$ cat src/rtl/alu_pkg.sv
// Shared definitions for the ALU control/operand path.
//   - ALU control codes driven onto the ALU's ALUCtrl_i input
//   - funct3 encodings of the supported integer instructions
//   - issue FSM state type
//   - is_shift(): true for control codes whose operand 2 is a shift amount
package alu_pkg;

  localparam logic [2:0] ALU_ADD = 3'b000;
  localparam logic [2:0] ALU_SUB = 3'b001;
  localparam logic [2:0] ALU_AND = 3'b010;
  localparam logic [2:0] ALU_OR  = 3'b011;
  localparam logic [2:0] ALU_XOR = 3'b100;
  localparam logic [2:0] ALU_SLL = 3'b101;
  localparam logic [2:0] ALU_SRA = 3'b110;
  localparam logic [2:0] ALU_SRL = 3'b111;

  localparam logic [2:0] F3_ADD  = 3'b000;
  localparam logic [2:0] F3_SLL  = 3'b001;
  localparam logic [2:0] F3_SLT  = 3'b010;
  localparam logic [2:0] F3_SLTU = 3'b011;
  localparam logic [2:0] F3_XOR  = 3'b100;
  localparam logic [2:0] F3_SR   = 3'b101;
  localparam logic [2:0] F3_OR   = 3'b110;
  localparam logic [2:0] F3_AND  = 3'b111;

  typedef enum logic [1:0] {
    ST_IDLE = 2'b00,
    ST_EXEC = 2'b01,
    ST_RESP = 2'b10
  } issue_state_e;

  function automatic logic is_shift(input logic [2:0] ctrl);
    return (ctrl == ALU_SLL) || (ctrl == ALU_SRA) || (ctrl == ALU_SRL);
  endfunction

endpackage

$ cat src/rtl/alu_ctrl_decode.sv
// Combinational funct3/funct7 -> ALU control decoder.
// Ports:
//   funct3_i   instruction funct3
//   funct7_i   instruction funct7
//   is_imm_i   1 = I-type (funct7 only meaningful for shifts)
//   ctrl_o     3-bit ALU control code
//   illegal_o  operation not supported by the ALU
module alu_ctrl_decode
  import alu_pkg::*;
(
  input  logic [2:0] funct3_i,
  input  logic [6:0] funct7_i,
  input  logic       is_imm_i,
  output logic [2:0] ctrl_o,
  output logic       illegal_o
);

  logic shamt_funct7_ok;

  // I-type shifts encode the shift type in the upper immediate bits, so
  // only the two architected patterns are accepted there.
  assign shamt_funct7_ok = (funct7_i == 7'b0000000) || (funct7_i == 7'b0100000);

  always_comb begin
    ctrl_o    = ALU_ADD;
    illegal_o = 1'b0;
    unique case (funct3_i)
      F3_ADD:  ctrl_o = (!is_imm_i && funct7_i[5]) ? ALU_SUB : ALU_ADD;
      F3_AND:  ctrl_o = ALU_AND;
      F3_OR:   ctrl_o = ALU_OR;
      F3_XOR:  ctrl_o = ALU_XOR;
      F3_SLL: begin
        ctrl_o    = ALU_SLL;
        illegal_o = is_imm_i && !shamt_funct7_ok;
      end
      F3_SR: begin
        ctrl_o    = funct7_i[5] ? ALU_SRA : ALU_SRL;
        illegal_o = is_imm_i && !shamt_funct7_ok;
      end
      F3_SLT, F3_SLTU: illegal_o = 1'b1;
      default:         illegal_o = 1'b1;
    endcase
  end

endmodule

$ cat src/rtl/alu_issue_unit.sv
// Issue unit between decode and the combinational ALU.
// Accepts one decoded R-/I-type instruction at a time, drives registered
// operands and control onto the ALU, samples the ALU result after
// ALU_LATENCY cycles, and presents it on a valid/ready response channel.
// Ports:
//   clk_i, rst_i                         clock, async active-high reset
//   req_valid_i / req_ready_o            request handshake
//   funct3_i, funct7_i, is_imm_i         instruction fields
//   rs1_data_i, rs2_data_i, imm_i        operand sources
//   alu_data1_o, alu_data2_o, alu_ctrl_o to the ALU
//   alu_data_i, alu_zero_i               from the ALU
//   rsp_valid_o / rsp_ready_i            response handshake
//   rsp_data_o, rsp_zero_o, rsp_err_o    captured result, zero flag, illegal op
//   op_count_o                           completed legal operations (wraps)
module alu_issue_unit
  import alu_pkg::*;
#(
  parameter int unsigned WIDTH       = 32,
  parameter int unsigned ALU_LATENCY = 1
) (
  input  logic             clk_i,
  input  logic             rst_i,
  input  logic             req_valid_i,
  output logic             req_ready_o,
  input  logic [2:0]       funct3_i,
  input  logic [6:0]       funct7_i,
  input  logic             is_imm_i,
  input  logic [WIDTH-1:0] rs1_data_i,
  input  logic [WIDTH-1:0] rs2_data_i,
  input  logic [WIDTH-1:0] imm_i,
  output logic [WIDTH-1:0] alu_data1_o,
  output logic [WIDTH-1:0] alu_data2_o,
  output logic [2:0]       alu_ctrl_o,
  input  logic [WIDTH-1:0] alu_data_i,
  input  logic             alu_zero_i,
  output logic             rsp_valid_o,
  input  logic             rsp_ready_i,
  output logic [WIDTH-1:0] rsp_data_o,
  output logic             rsp_zero_o,
  output logic             rsp_err_o,
  output logic [31:0]      op_count_o
);

  localparam logic [3:0] SETTLE_INIT = 4'(ALU_LATENCY - 1);

  issue_state_e     state_q, state_d;
  logic [3:0]       settle_q;
  logic [2:0]       dec_ctrl;
  logic             dec_illegal;
  logic [WIDTH-1:0] op2;
  logic [WIDTH-1:0] op2_shaped;
  logic             accept;
  logic             capture;

  alu_ctrl_decode u_decode (
    .funct3_i  (funct3_i),
    .funct7_i  (funct7_i),
    .is_imm_i  (is_imm_i),
    .ctrl_o    (dec_ctrl),
    .illegal_o (dec_illegal)
  );

  assign op2        = is_imm_i ? imm_i : rs2_data_i;
  assign op2_shaped = is_shift(dec_ctrl) ? {{(WIDTH-5){1'b0}}, op2[4:0]} : op2;

  assign accept  = (state_q == ST_IDLE) && req_valid_i;
  assign capture = (state_q == ST_EXEC) && (settle_q == 4'd0);

  // State register
  always_ff @(posedge clk_i or posedge rst_i) begin
    if (rst_i) state_q <= ST_IDLE;
    else       state_q <= state_d;
  end

  // Next-state logic
  always_comb begin
    state_d = state_q;
    unique case (state_q)
      ST_IDLE: if (req_valid_i) state_d = dec_illegal ? ST_RESP : ST_EXEC;
      ST_EXEC: if (settle_q == 4'd0) state_d = ST_RESP;
      ST_RESP: if (rsp_ready_i) state_d = ST_IDLE;
      default: state_d = ST_IDLE;
    endcase
  end

  // Handshake outputs
  always_comb begin
    req_ready_o = (state_q == ST_IDLE);
    rsp_valid_o = (state_q == ST_RESP);
  end

  // Operand, settle counter and response registers. ALU-facing registers
  // load only on a legal accept so an illegal request leaves the ALU
  // inputs untouched.
  always_ff @(posedge clk_i or posedge rst_i) begin
    if (rst_i) begin
      alu_data1_o <= '0;
      alu_data2_o <= '0;
      alu_ctrl_o  <= ALU_ADD;
      settle_q    <= '0;
      rsp_data_o  <= '0;
      rsp_zero_o  <= 1'b0;
      rsp_err_o   <= 1'b0;
      op_count_o  <= '0;
    end else begin
      if (accept) begin
        if (dec_illegal) begin
          rsp_data_o <= '0;
          rsp_zero_o <= 1'b0;
          rsp_err_o  <= 1'b1;
        end else begin
          alu_data1_o <= rs1_data_i;
          alu_data2_o <= op2_shaped;
          alu_ctrl_o  <= dec_ctrl;
          settle_q    <= SETTLE_INIT;
        end
      end
      if (state_q == ST_EXEC && !capture) settle_q <= settle_q - 4'd1;
      if (capture) begin
        rsp_data_o <= alu_data_i;
        rsp_zero_o <= alu_zero_i;
        rsp_err_o  <= 1'b0;
        op_count_o <= op_count_o + 32'd1;
      end
    end
  end

endmodule

$ cat config.mk
export PLATFORM = sky130hd
export DESIGN_NAME = alu_issue_unit
export DESIGN_NICKNAME = d
export VERILOG_FILES = /design/src/rtl/alu_pkg.sv /design/src/rtl/alu_ctrl_decode.sv /design/src/rtl/alu_issue_unit.sv
export SDC_FILE = /design/constraint.sdc
export NUM_CORES = 1
export LEC_CHECK = 0
export ABC_AREA = 1
export CORE_UTILIZATION = 44
export CTS_BUF_LIST = sky130_fd_sc_hd__clkbuf_8
export CTS_CLUSTER_DIAMETER = 200
export CTS_CLUSTER_SIZE = 24
export DETAILED_ROUTE_END_ITERATION = 6
export HOLD_SLACK_MARGIN = 0.08
export PLACE_DENSITY_LB_ADDON = 0.08
export SYNTH_ARGS = -nofsm -noshare
export SYNTH_HDL_FRONTEND = slang
export SYNTH_SLANG_ARGS = --single-unit
$ cat constraint.sdc
create_clock -name clk_i -period 5.3 [get_ports clk_i]
set_input_delay 1.06 -clock clk_i [delete_from_list [all_inputs] [get_ports clk_i]]
set_output_delay 1.06 -clock clk_i [all_outputs]
set_load 0.02 [all_outputs]
# Yosys cells after proc, flatten, opt, wreduce, memory -nomap -nowiden
# Cells that the tools add are included.
# Widths: inputs -> output; s select.
[word_totals]
register_bits = 139
output_inout_bits = 135
elab_cells = 76
in_bits = 144
[classes]
bitwise = 1
reduce_logical = 24
eq_ne = 17
mux = 23
n_addsub = 2
[op_table]
columns = ["op", "n"]
rows = [
  ["$mux 32", 5],
  ["$add 32x1->32 const B", 1],
  ["$eq 3x3->1 const B", 7],
  ["$pmux 3 s6", 1],
  ["$mux 4", 3],
  ["$mux 1", 8],
  ["$mux 2", 4],
  ["$eq 7x6->1 const B", 1],
  ["$logic_not 7->1", 1],
  ["$eq 3x2->1 const B", 2],
  ["$ne 2x1->1 const B", 3],
  ["$pmux 2 s3", 1],
  ["$reduce_and 2->1", 3],
  ["$reduce_bool 2->1", 3],
  ["$logic_and 1x1->1", 5],
  ["$logic_not 4->1", 1],
  ["$reduce_or 2->1", 2],
  ["$sub 4x1->4 const B", 1],
  ["$eq 3x1->1 const B", 1],
  ["$logic_not 1->1", 3],
  ["$logic_not 3->1", 1],
  ["$logic_or 1x1->1", 3],
  ["$reduce_and 3->1", 1],
  ["$eq 2x1->1 const B", 1],
  ["other kinds (5)", 5],
]

# Depth between registers and ports, before layout
[logic_depth]
ltp_word = 8
mapped_depth = 9
depth_no_buf = 9

# Modules after synthesis
# A second synthesis with hierarchy kept.
[hier_totals]
cells_unflattened = 805
area_unflattened_um2 = 6465.0
[modules_own_cells]
columns = ["module", "cells_each", "instances", "area_per_inst_um2", "seq_area_each_um2"]
rows = [
  ["alu_issue_unit", 781, 1, 6367.4, 3478.3],
  ["alu_ctrl_decode", 24, 1, 97.6, 0.0],
]

# Worst setup path before layout
# OpenSTA, ideal clock, no wires.
[synth_path]
path_kind = "input-to-reg"
startpoint = "input port is_imm_i"
endpoint = "register alu_data2_o[10]"
cell_stages = 8
path_slack_ps = 3273
arrival_ps = 1910
n_path_buf = 3
setup_ps = 117
path_cell_list = "clkbuf_1 -> nand3_1 -> nand3_1 -> inv_2 -> buf_6 -> buf_4 -> nand2_1 -> nand2_1"
[synth_via]
elab_chain_len = 8
word_cells_on_any_way = 15
cone_classes = "3 x eq/ne; 5 x mux; 1 x bitwise; 6 x reduce/logical"
[synth_lines]
columns = ["element", "line", "rtl"]
rows = [
  ["start: declaration", "alu_issue_unit.sv:27", "input logic is_imm_i,"],
  ["$logic_not 1->1", "alu_ctrl_decode.sv:28", "F3_ADD: ctrl_o = (!is_imm_i && funct7_i[5]) ? ALU_SUB : ALU_ADD;"],
  ["$logic_and 1x1->1", "alu_ctrl_decode.sv:28", ""],
  ["$mux 1", "alu_ctrl_decode.sv:28", ""],
  ["$pmux 3 s6", "alu_ctrl_decode.sv:27", "unique case (funct3_i)"],
  ["$eq 3x3->1", "alu_pkg.sv:33", "return (ctrl == ALU_SLL) || (ctrl == ALU_SRA) || (ctrl == ALU_SRL);"],
  ["$logic_or 1x1->1 (2 in series)", "alu_pkg.sv:33", ""],
  ["$mux 32", "alu_issue_unit.sv:64", "assign op2_shaped = is_shift(dec_ctrl) ? {{(WIDTH-5){1'b0}}, op2[4:0]} : op2;"],
  ["end signal: assignment", "alu_issue_unit.sv:113", "alu_data2_o <= op2_shaped;"],
  ["end: declaration", "alu_issue_unit.sv:32", "output logic [WIDTH-1:0] alu_data2_o,"],
]
# Parallel ways exist; a longest one is shown, timed or not.
# A chain may end at the register's enable or synchronous reset.

# Worst setup path after layout
[layout_path]
startpoint = "input port is_imm_i"
endpoint = "register alu_data1_o[25]"
[layout_via]
elab_chain_len = 4
[layout_lines]
columns = ["element", "line", "rtl"]
rows = [
  ["$logic_and 1x1->1", "alu_ctrl_decode.sv:34, alu_ctrl_decode.sv:38", ""],
  ["$pmux 1 s2", "alu_ctrl_decode.sv:27", ""],
  ["$not 1->1 (no line)", "-", ""],
  ["$reduce_and 2->1 (no line)", "-", ""],
  ["end signal: assignment", "alu_issue_unit.sv:112", "alu_data1_o <= rs1_data_i;"],
  ["end: declaration", "alu_issue_unit.sv:31", "output logic [WIDTH-1:0] alu_data1_o,"],
]
# No other way between the ends.

==> results by group <==
Outcome
  • Outcome: completed

Die
  • Core Rows: 44
  • Core ar.: 14500 um^2
  • Die area: 15300 um^2
  • I/O Pins: 279
  • Initial Util: 45.0%
  • Die Y: 124 um
  • Die X: 124 um

Logic synthesis
  • Synthesized net count: 984
  • Synth warnings: 0
  • Most common library cells after synthesis: 448 x nand2_1, 139 x dfrtp_1, 52 x inv_1
  • Synthesized cell area: 6510 um^2
  • Syn Inst Count: 838
  • Post-synthesis cell type count: 31
  • Largest cells by area after synthesis: dfrtp_1 53%, nand2_1 26%, inv_1 3.0%
  • Area leader, netlist: dfrtp_1
  • Yosys top cell area share: 53.4%
  • Count leader, synth: nand2_1
  • #FFs+latches synth: 139
  • Post-synth EDFFs: 0
  • Sequential share of the synthesized area: 53.4%
  • Post-synth ARST share: 100%
  • Main flop type after synthesis: dfrtp_1
  • Avg Cell Area, Syn: 7.77 um^2

Timing
  • RSZ-0062 raised after global routing: no
  • Final period util: 54.8%
  • Worst Max-Slew Pin Slew: 1.05 ns
  • Final setup viols: 0
  • Hold slack: 0.472 ns
  • Final Hold Vio Count: 0
  • Slew Limit Headroom: 29.6%
  • Setup ws final: 2.39 ns
  • Setup TNS: 0 ns
  • Worst clock skew: 0.0115 ns
  • Post-route minimum period: 2.91 ns
  • FMAX: 344 MHz
  • Slew Viols, Final: 0

Detailed routing
  • Vias per Instance: 4.66
  • Drt total wl: 17800 um
  • DR iter-0 viols: 432
  • Average wire per standard cell: 13.6 um
  • First-pass iteration count of the detailed router: 4
  • Post-route DRC: 0
  • Post-route ant nets: 0
  • Detailed-route via count: 6078

Final layout
  • Total Nets Final: 1253
  • Number of diodes: 0
  • Layout Area Growth over Synthesis: 49.6%
  • Final core occ: 67.3%
  • Final Non-Filler Cells: 1304
  • Share of layout cells above drive strength 1: 4.46%
  • Finished Cell Area: 9740 um^2

Hold path
  • HP Class: register to register

CTS
  • CTS tree: yes
  • Clock-pin transition on the worst setup and hold timing paths: 0.07 ns
  • Post-CTS Setup Inserts: 0
  • Insertion delay to the later sink of the worst-skew pair: 0.45 ns
  • Clock Sinks: 139
  • Clk buf depth: 2
  • Root buffer cell: clkbuf_8
  • Hold-fix buffers, CTS: 0
  • Total CTS buffers: 17
  • Gates resized, CTS repair: 0
  • Htree depth: 4

Placed design
  • Placer Congestion: 0.851
  • Placed insts: 1272
  • PortBufs: 278
  • Placed cell areas: 9370 um^2
  • DP Worst Slack: 1.96 ns
  • DP HPWL: 12700 um

Power
  • Max IR drop VDD: 202 uV
  • Leakage Power: 4.78 nW
  • Pwr Density: 472 nW/um^2
  • Tot Pwr: 4.60 mW

Global route
  • GRT Total Usage: 24.5%
  • Vias in the first global route: 5750
  • First-pass GRT wire length: 28300 um
  • GRT Residual Overflow: 0
  • Initial antenna violation count: 0
  • Pin count of the biggest net entering global routing: 115

Worst setup path
  • Max FO, Critical Path: 65
  • CP Launch Type: primary input
  • CP required: 5.68 ns
  • Critical path class: primary input to register
  • Critical Path End Type: register
  • Data arrival time of the critical path: 3.29 ns

Run
  • Max cap viols: 0
placed cells by master (no fill, tap or decap), types with 3 or more instances in the layout:
cell type and count:
nor2_1 39, o21ai_0 10, nand2_1 448, dfrtp_1 139, nand3b_1 3, clkinv_2 7
nor2_2 5, xor2_1 9, nor2_4 3, buf_4 4, clkbuf_8 19, a21oi_1 30
nor3_1 3, xnor2_1 9, clkdlybuf4s50_1 278, inv_1 55, nand3_1 30, nand4_1 11
per-layer routing:
layer	vias up	GRT usage, %	part of all wire (%)	wire (um)
met3	22	8.01	7.8	1390
met1	2760	29.1	41	7210
met4	0	9.26	1.9	340
li1	3095	-	-	-
met2	201	41.3	50	8840
met5	-	0	0	0
logic make-up after synthesis:
| kind of cell | share of synthesized area [%] |
|---|---|
| AO/OA/AOI/OAI | 3.19 |
| XOR/XNOR | 2.42 |
| adder cells (fa/ha/maj) | 0.384 |
| buffers and inverters | 6.11 |
| flip-flops | 53.4 |
| AND/OR/NAND/NOR | 34.5 |
state kept, by name, summed over array words and instances, names as in the netlist:
register     flops
alu_data1_o     32
alu_data2_o     32
op_count_o      32
rsp_data_o      32
settle_q         4
alu_ctrl_o       3
state_q          2
rsp_err_o        1
rsp_zero_o       1
path summary, 6_finish.rpt:
| kind | cells after the start | endpoint | slack, ns | startpoint |
|---|---|---|---|---|
| max in group asynchronous | 3 | alu_data2_o[5] | 3.10 | rst_i |
| hold reg to reg | 2 | rsp_data_o[5] | 0.47 | rsp_data_o[5] |
| hold / removal | 2 | rsp_data_o[5] | 0.47 | rsp_data_o[5] |
| setup reg to reg | 9 | op_count_o[28] | 2.79 | settle_q[0] |
| min in group asynchronous | 2 | rsp_data_o[22] | 1.18 | rst_i |
| setup / recovery | 6 | alu_data1_o[25] | 2.39 | is_imm_i |
final cells by class:
| class | instances | area, um^2 |
|---|---|---|
| Fill cell | 1252 | 4740 |
| Sequential cell | 139 | 3480 |
| Timing Repair Buffer | 282 | 2810 |
| Multi-Input combinational cell | 613 | 2640 |
| Clock buffer | 19 | 262 |
| Tap cell | 184 | 230 |
| Inverter | 54 | 208 |
| Clock inverter | 13 | 110 |
where the power goes:
part | leakage, nW | total (mW) | internal [mW] | switching, mW
sequential | 1.81 | 1.68 | 1.45 | 0.236
clock | 0.214 | 0.817 | 0.430 | 0.387
combinational | 2.75 | 2.09 | 0.947 | 1.15
critical path: stages:
cell	delay, ns
clkdlybuf4s50_1	0.75
nand3_1	0.31
nand3_2	0.10
inv_2	0.77
nand2_1	0.14
nand2_1	0.11
Power figures use the tool's default switching activity.
==> RTL change 1, RTL diff (same flow settings) <==
Reset style: synchronous (`rst_i`), changed in 2 clocked blocks. Comments in the files are not updated.
--- a/src/rtl/alu_issue_unit.sv
+++ b/src/rtl/alu_issue_unit.sv
@@ -67,7 +67,7 @@
   assign capture = (state_q == ST_EXEC) && (settle_q == 4'd0);
 
   // State register
-  always_ff @(posedge clk_i or posedge rst_i) begin
+  always_ff @(posedge clk_i) begin
     if (rst_i) state_q <= ST_IDLE;
     else       state_q <= state_d;
   end
@@ -92,7 +92,7 @@
   // Operand, settle counter and response registers. ALU-facing registers
   // load only on a legal accept so an illegal request leaves the ALU
   // inputs untouched.
-  always_ff @(posedge clk_i or posedge rst_i) begin
+  always_ff @(posedge clk_i) begin
     if (rst_i) begin
       alu_data1_o <= '0;
       alu_data2_o <= '0;
Check against the original RTL: differs if rst_i is asserted again (counterexample within 4 cycles, from zero or initial values and one cycle with rst_i high); with rst_i held inactive, the same outputs for 10 cycles.
==> RTL change 1 against the original RTL <==
Area after synthesis down 4.4%; design area down 2.8%; largest cell class is now non-clock buffers; routed wire length up 1.3%; worst setup slack worse by 0.040 ns; sequential cell count unchanged; clock skew down 0.0024 ns.
Power is not compared: it rests on default switching activity, and its combinational part moved more than twofold at a synthesized area within 25%.
==> RTL change 1: results (changes against the original RTL) <==
- Status: completed
- Slowest cell on the critical path: nor2_4
- Met3 usage: 5.827% (-2.2 points)
- Unique cell type count in the Yosys netlist: 35 (+13%)
- Routed wl met3: 1256 um (-9.7%)
- Adder-Cell Fraction of Synth Area: 0.4019% (+0.018 points)
- Grt met2 use: 42.57% (+1.3 points)
- R2r setup slk: 3.01 ns (+0.22 ns)
- Reg2reg start: state_q[1]$_SDFFE_PP0P_
- WL met2: 8878 um (+0.42%)
- Worst Hold End: alu_ctrl_o[1]$_SDFFE_PP0P_
- RePlAce Congestion: 0.8471 (-0.42%)
- Total power: 2561 uW
- Pre-CTS WS: 1.926 ns (-0.03171 ns)
- Hold Crit Start: alu_ctrl_o[1]$_SDFFE_PP0P_
- Complex-gate fraction of the synthesized area: 15.90% (+13 points)
- Vias in the first global route: 5765 (+0.26%)
- Mux contribution to synthesized area: 3.959% (+4.0 points)
- First-pass GRT wire length: 28150 um (-0.68%)
- Top_reg_cell synth: dfxtp_1
- DRT Pass-1 Iters: 4 (unchanged)
- CP arrival: 3.26 ns (-0.03 ns)
- Min Tclk post-route: 2.945 ns (+0.04023 ns)
- PostCTS Resize Cnt: 0 (unchanged)
- Critical R2R Capture: alu_data1_o[28]$_SDFFE_PP0P_
- Drt wl/cell: 13.85 um (+1.6%)
- Critical Path Max Stage Delay: 0.49 ns (-0.28 ns)
- Top post-synthesis cells by area: dfxtp_1 (45%), a21oi_1 (9.6%), nand2_1 (9.3%), inv_1 (6.4%), nor2_1 (5.4%)
- DP HPWL: 12940 um (+1.9%)
- Reg2Reg Depth: 7 (-2)
- GRT Util Overall: 24.40% (-0.15 points)
- Vias: 6333 (+4.2%)
- Critical path peak fanout: 47 (-28%)
- Finished Layout Cells: 1300 (-0.31%)
- Dpl cell area: 0.009039 mm2 (-3.5%)
- Hold_ws: 0.4445 ns (-0.02777 ns)
- Worst Skew: 0.009165 ns (-0.002363 ns)
- Worst Tran Pin Value: 1.082 ns (+0.02773 ns)
- Initial detailed-routing violation count: 287 (-34%)
- Pin count of the biggest net entering global routing: 76 (-34%)
- Async S/R FF share, synth: 0% (-100 points)
- Syn nets: 997 (+1.3%)
- Layout filler cell count: 1179 (-5.8%)
- Synth cell count leaders: nand2_1 (154), dfxtp_1 (139), a21oi_1 (120)
- Area share of xor/xnor cells in the synthesized design: 0.4220% (-2.0 points)
-- RTL change 1: how the worst max path moves through the flow --
stage                      from                      endpoint  depth (start not counted)
finish              req_valid_i  alu_data1_o[28]$_SDFFE_PP0P_                          7
global route        req_valid_i  alu_data1_o[27]$_SDFFE_PP0P_                          7
CTS                 req_valid_i  alu_data1_o[28]$_SDFFE_PP0P_                          7
detailed placement  req_valid_i  alu_data1_o[20]$_SDFFE_PP0P_                          7
global placement    req_valid_i  alu_data1_o[31]$_SDFFE_PP0P_                          7
floorplan              is_imm_i   alu_data2_o[1]$_SDFFE_PP0P_                          5
-- RTL change 1: cell type report --
type	instances	area, um2	area share, %
repair buffers	286	2833	29.92
flip-flops and latches	139	2783	29.39
well taps	180	225.2	2.378
multi-input cells	556	2793	29.49
clock inverters	14	196.4	2.075
clock buffers	17	234.0	2.471
inverters	108	405.4	4.281
-- RTL change 1: worst min-delay path, stage by stage, from the launching register on --
cell and delay (ns):
dfxtp_1 0.31, inv_1 0.04, a21oi_1 0.05
==> RTL change 2, RTL diff (config.mk and constraints unchanged) <==
Without the edit above. Change the parameter `WIDTH` from 32 to 16.
--- a/src/rtl/alu_issue_unit.sv
+++ b/src/rtl/alu_issue_unit.sv
@@ -15,7 +15,7 @@
 module alu_issue_unit
   import alu_pkg::*;
 #(
-  parameter int unsigned WIDTH       = 32,
+  parameter int unsigned WIDTH       = 16,
   parameter int unsigned ALU_LATENCY = 1
 ) (
   input  logic             clk_i,
Ports: changed (7 resized); port bits go from 279 to 167. No check against the original RTL was run, so the function may have changed too.
==> RTL change 2 against the original RTL <==
Clock power fell by 40%; area after synthesis down 32%; first-iteration DRC count is 64% lower; design area shrank 35%; die area shrank 32%; final cell count shrank 34%; sequential cell count is 48 lower; largest power group unchanged; global-route usage fell by 2.4 points; worst setup slack worse by 0.42 ns; power down 42%; highest routed layer unchanged; sequential power decreased by 38%; routed wire length down 38%; critical endpoint is now alu_data1_o[7]$_DFFE_PP0P_.
==> RTL change 2: results (changes against the original RTL) <==
- Status: completed
- Num CTS Buffers: 9 (-8)
- Root buf cell: clkbuf_8
- Nets: 802 (-36%)
- Leak Pwr: 0.003062 uW (-36%)
- Clock Pin Slew Worst Setup and Hold Paths: 0.08 ns
- Worst vdd ir: 0.0002459 V (+22%)
- DRT Pass-1 Iters: 5 (+1)
- PostCTS Resize Cnt: 0 (unchanged)
- Worst Skew: 0.002423 ns (-0.009105 ns)
- Register area share after synthesis: 51.81% (-1.6 points)
- Post-CTS setup buffer count: 0 (unchanged)
- Vias in the first global route: 3930 (-32%)
- First-pass GRT wire length: 18040 um (-36%)
- Area growth, synth to finish: 44.46%
- CTS max path bufs: 2 (unchanged)
- Pin count of the biggest net entering global routing: 59 (-49%)
- Max reg flops: 32
- Clk_lat worst skew: 0.35 ns (-0.10 ns)
- RePlAce Congestion: 0.8477 (-0.35%)
- DRC viols: 0 (unchanged)
- Synth cell count leaders: nand2_1 (250), dfrtp_1 (91), inv_1 (43)
- Critical path peak fanout: 28 (-57%)
- Async S/R FF share, synth: 100.0% (unchanged)
- CP arrival: 3.62 ns (+0.33 ns)
- DP HPWL: 8219 um (-35%)
- Vias per cell: 4.814 (+3.3%)
- Layout filler cell count: 882 (-30%)
- GRT Util Overall: 22.19% (-2.4 points)
- Syn nets: 637 (-35%)
- Worst Tran Pin Value: 0.9896 ns (-0.06438 ns)
- Slowest cell on the critical path: clkdlybuf4s50_1
- Port-buffer cells: 166 (-40%)
- Drt wl/cell: 12.94 um (-5.1%)
- Initial detailed-routing violation count: 154 (-64%)
- Critical Path Max Stage Delay: 0.80 ns (+0.03 ns)
- Htree depth: 3 (-1)
- Top post-synthesis cells by area: dfrtp_1 (52%), nand2_1 (21%), nand3_1 (4.0%), inv_1 (3.7%), nor2_1 (3.1%)
- Unique cell type count in the Yosys netlist: 28 (-9.7%)
- Share of cells above drive strength 1: 4.276% (-0.19 points)
- CP delay by family, top: buffers and inverters
- Dpl cell area: 0.006147 mm2 (-34%)
- Top_reg_cell synth: dfrtp_1
[RTL change 2: cell count changes in the layout (fill, tap and decap cells not counted), sizes merged, moves of 6 or more]
cell           delta
nand2           -199
nand3             +6
inv               -9
dfrtp            -48
clkbuf           -10
clkdlybuf4s50   -112
a21oi            -17
clkinv            -7
[RTL change 2: final timing paths]
kind                                           startpoint                          to  slack [ns]  depth (start not counted)
worst max-delay path                             is_imm_i  alu_data1_o[7]$_DFFE_PP0P_        1.98                          7
worst min-delay path            rsp_data_o[6]$_DFFE_PP0P_   rsp_data_o[6]$_DFFE_PP0P_        0.48                          2
worst max register to register     state_q[1]$_DFFE_PP0P_  alu_data1_o[7]$_DFFE_PP0P_        3.12                          8
worst min register to register  rsp_data_o[6]$_DFFE_PP0P_   rsp_data_o[6]$_DFFE_PP0P_        0.48                          2
max in group asynchronous                           rst_i  op_count_o[30]$_DFFE_PP0P_        3.08                          3
min in group asynchronous                           rst_i  alu_data1_o[2]$_DFFE_PP0P_        1.23                          2
[RTL change 2: stage by stage]
step	total power, uW	worst slack (ns)	cells
finish	2688	1.977	858
global route	2861	1.718	858
CTS	2717	1.989	858
detailed placement	2222	1.613	842
global placement	2190	1.707	842
floorplan	1666	1.876	555
[RTL change 2: where the power goes]
part           internal [uW]  switching, uW
clock network            258            230
registers                906            135
logic                    530            629
total                   1690            994
[RTL change 2: kinds of logic after synthesis]
logic type | share of synthesized area [%]
simple gates | 34.36
flops | 51.81
buf+inv | 5.864
compound gates | 3.074
xor+xnor | 3.188
mux | 1.139
fa+ha+maj | 0.5692
[RTL change 2: layout make-up]
| class | count | area share, % |
|---|---|---|
| clock buffer | 9 | 1.951 |
| clock inverter | 7 | 1.241 |
| inverter | 44 | 2.621 |
| multi-input combinational | 406 | 29.30 |
| sequential | 91 | 35.86 |
| tap | 133 | 2.621 |
| timing repair buffer | 168 | 26.40 |
[RTL change 2: per-layer routing]
layer / track usage (%) / wire length (um)
met1: 28.96 / 4968
met3: 3.420 / 647
met5: 0 / 0
met4: 9.780 / 250
met2: 36.80 / 5236
[RTL change 2: worst min-delay path: stages, from the launching register on]
cell and delay [ns]:
dfrtp_1 0.35, nand2_1 0.05, nand2_1 0.05
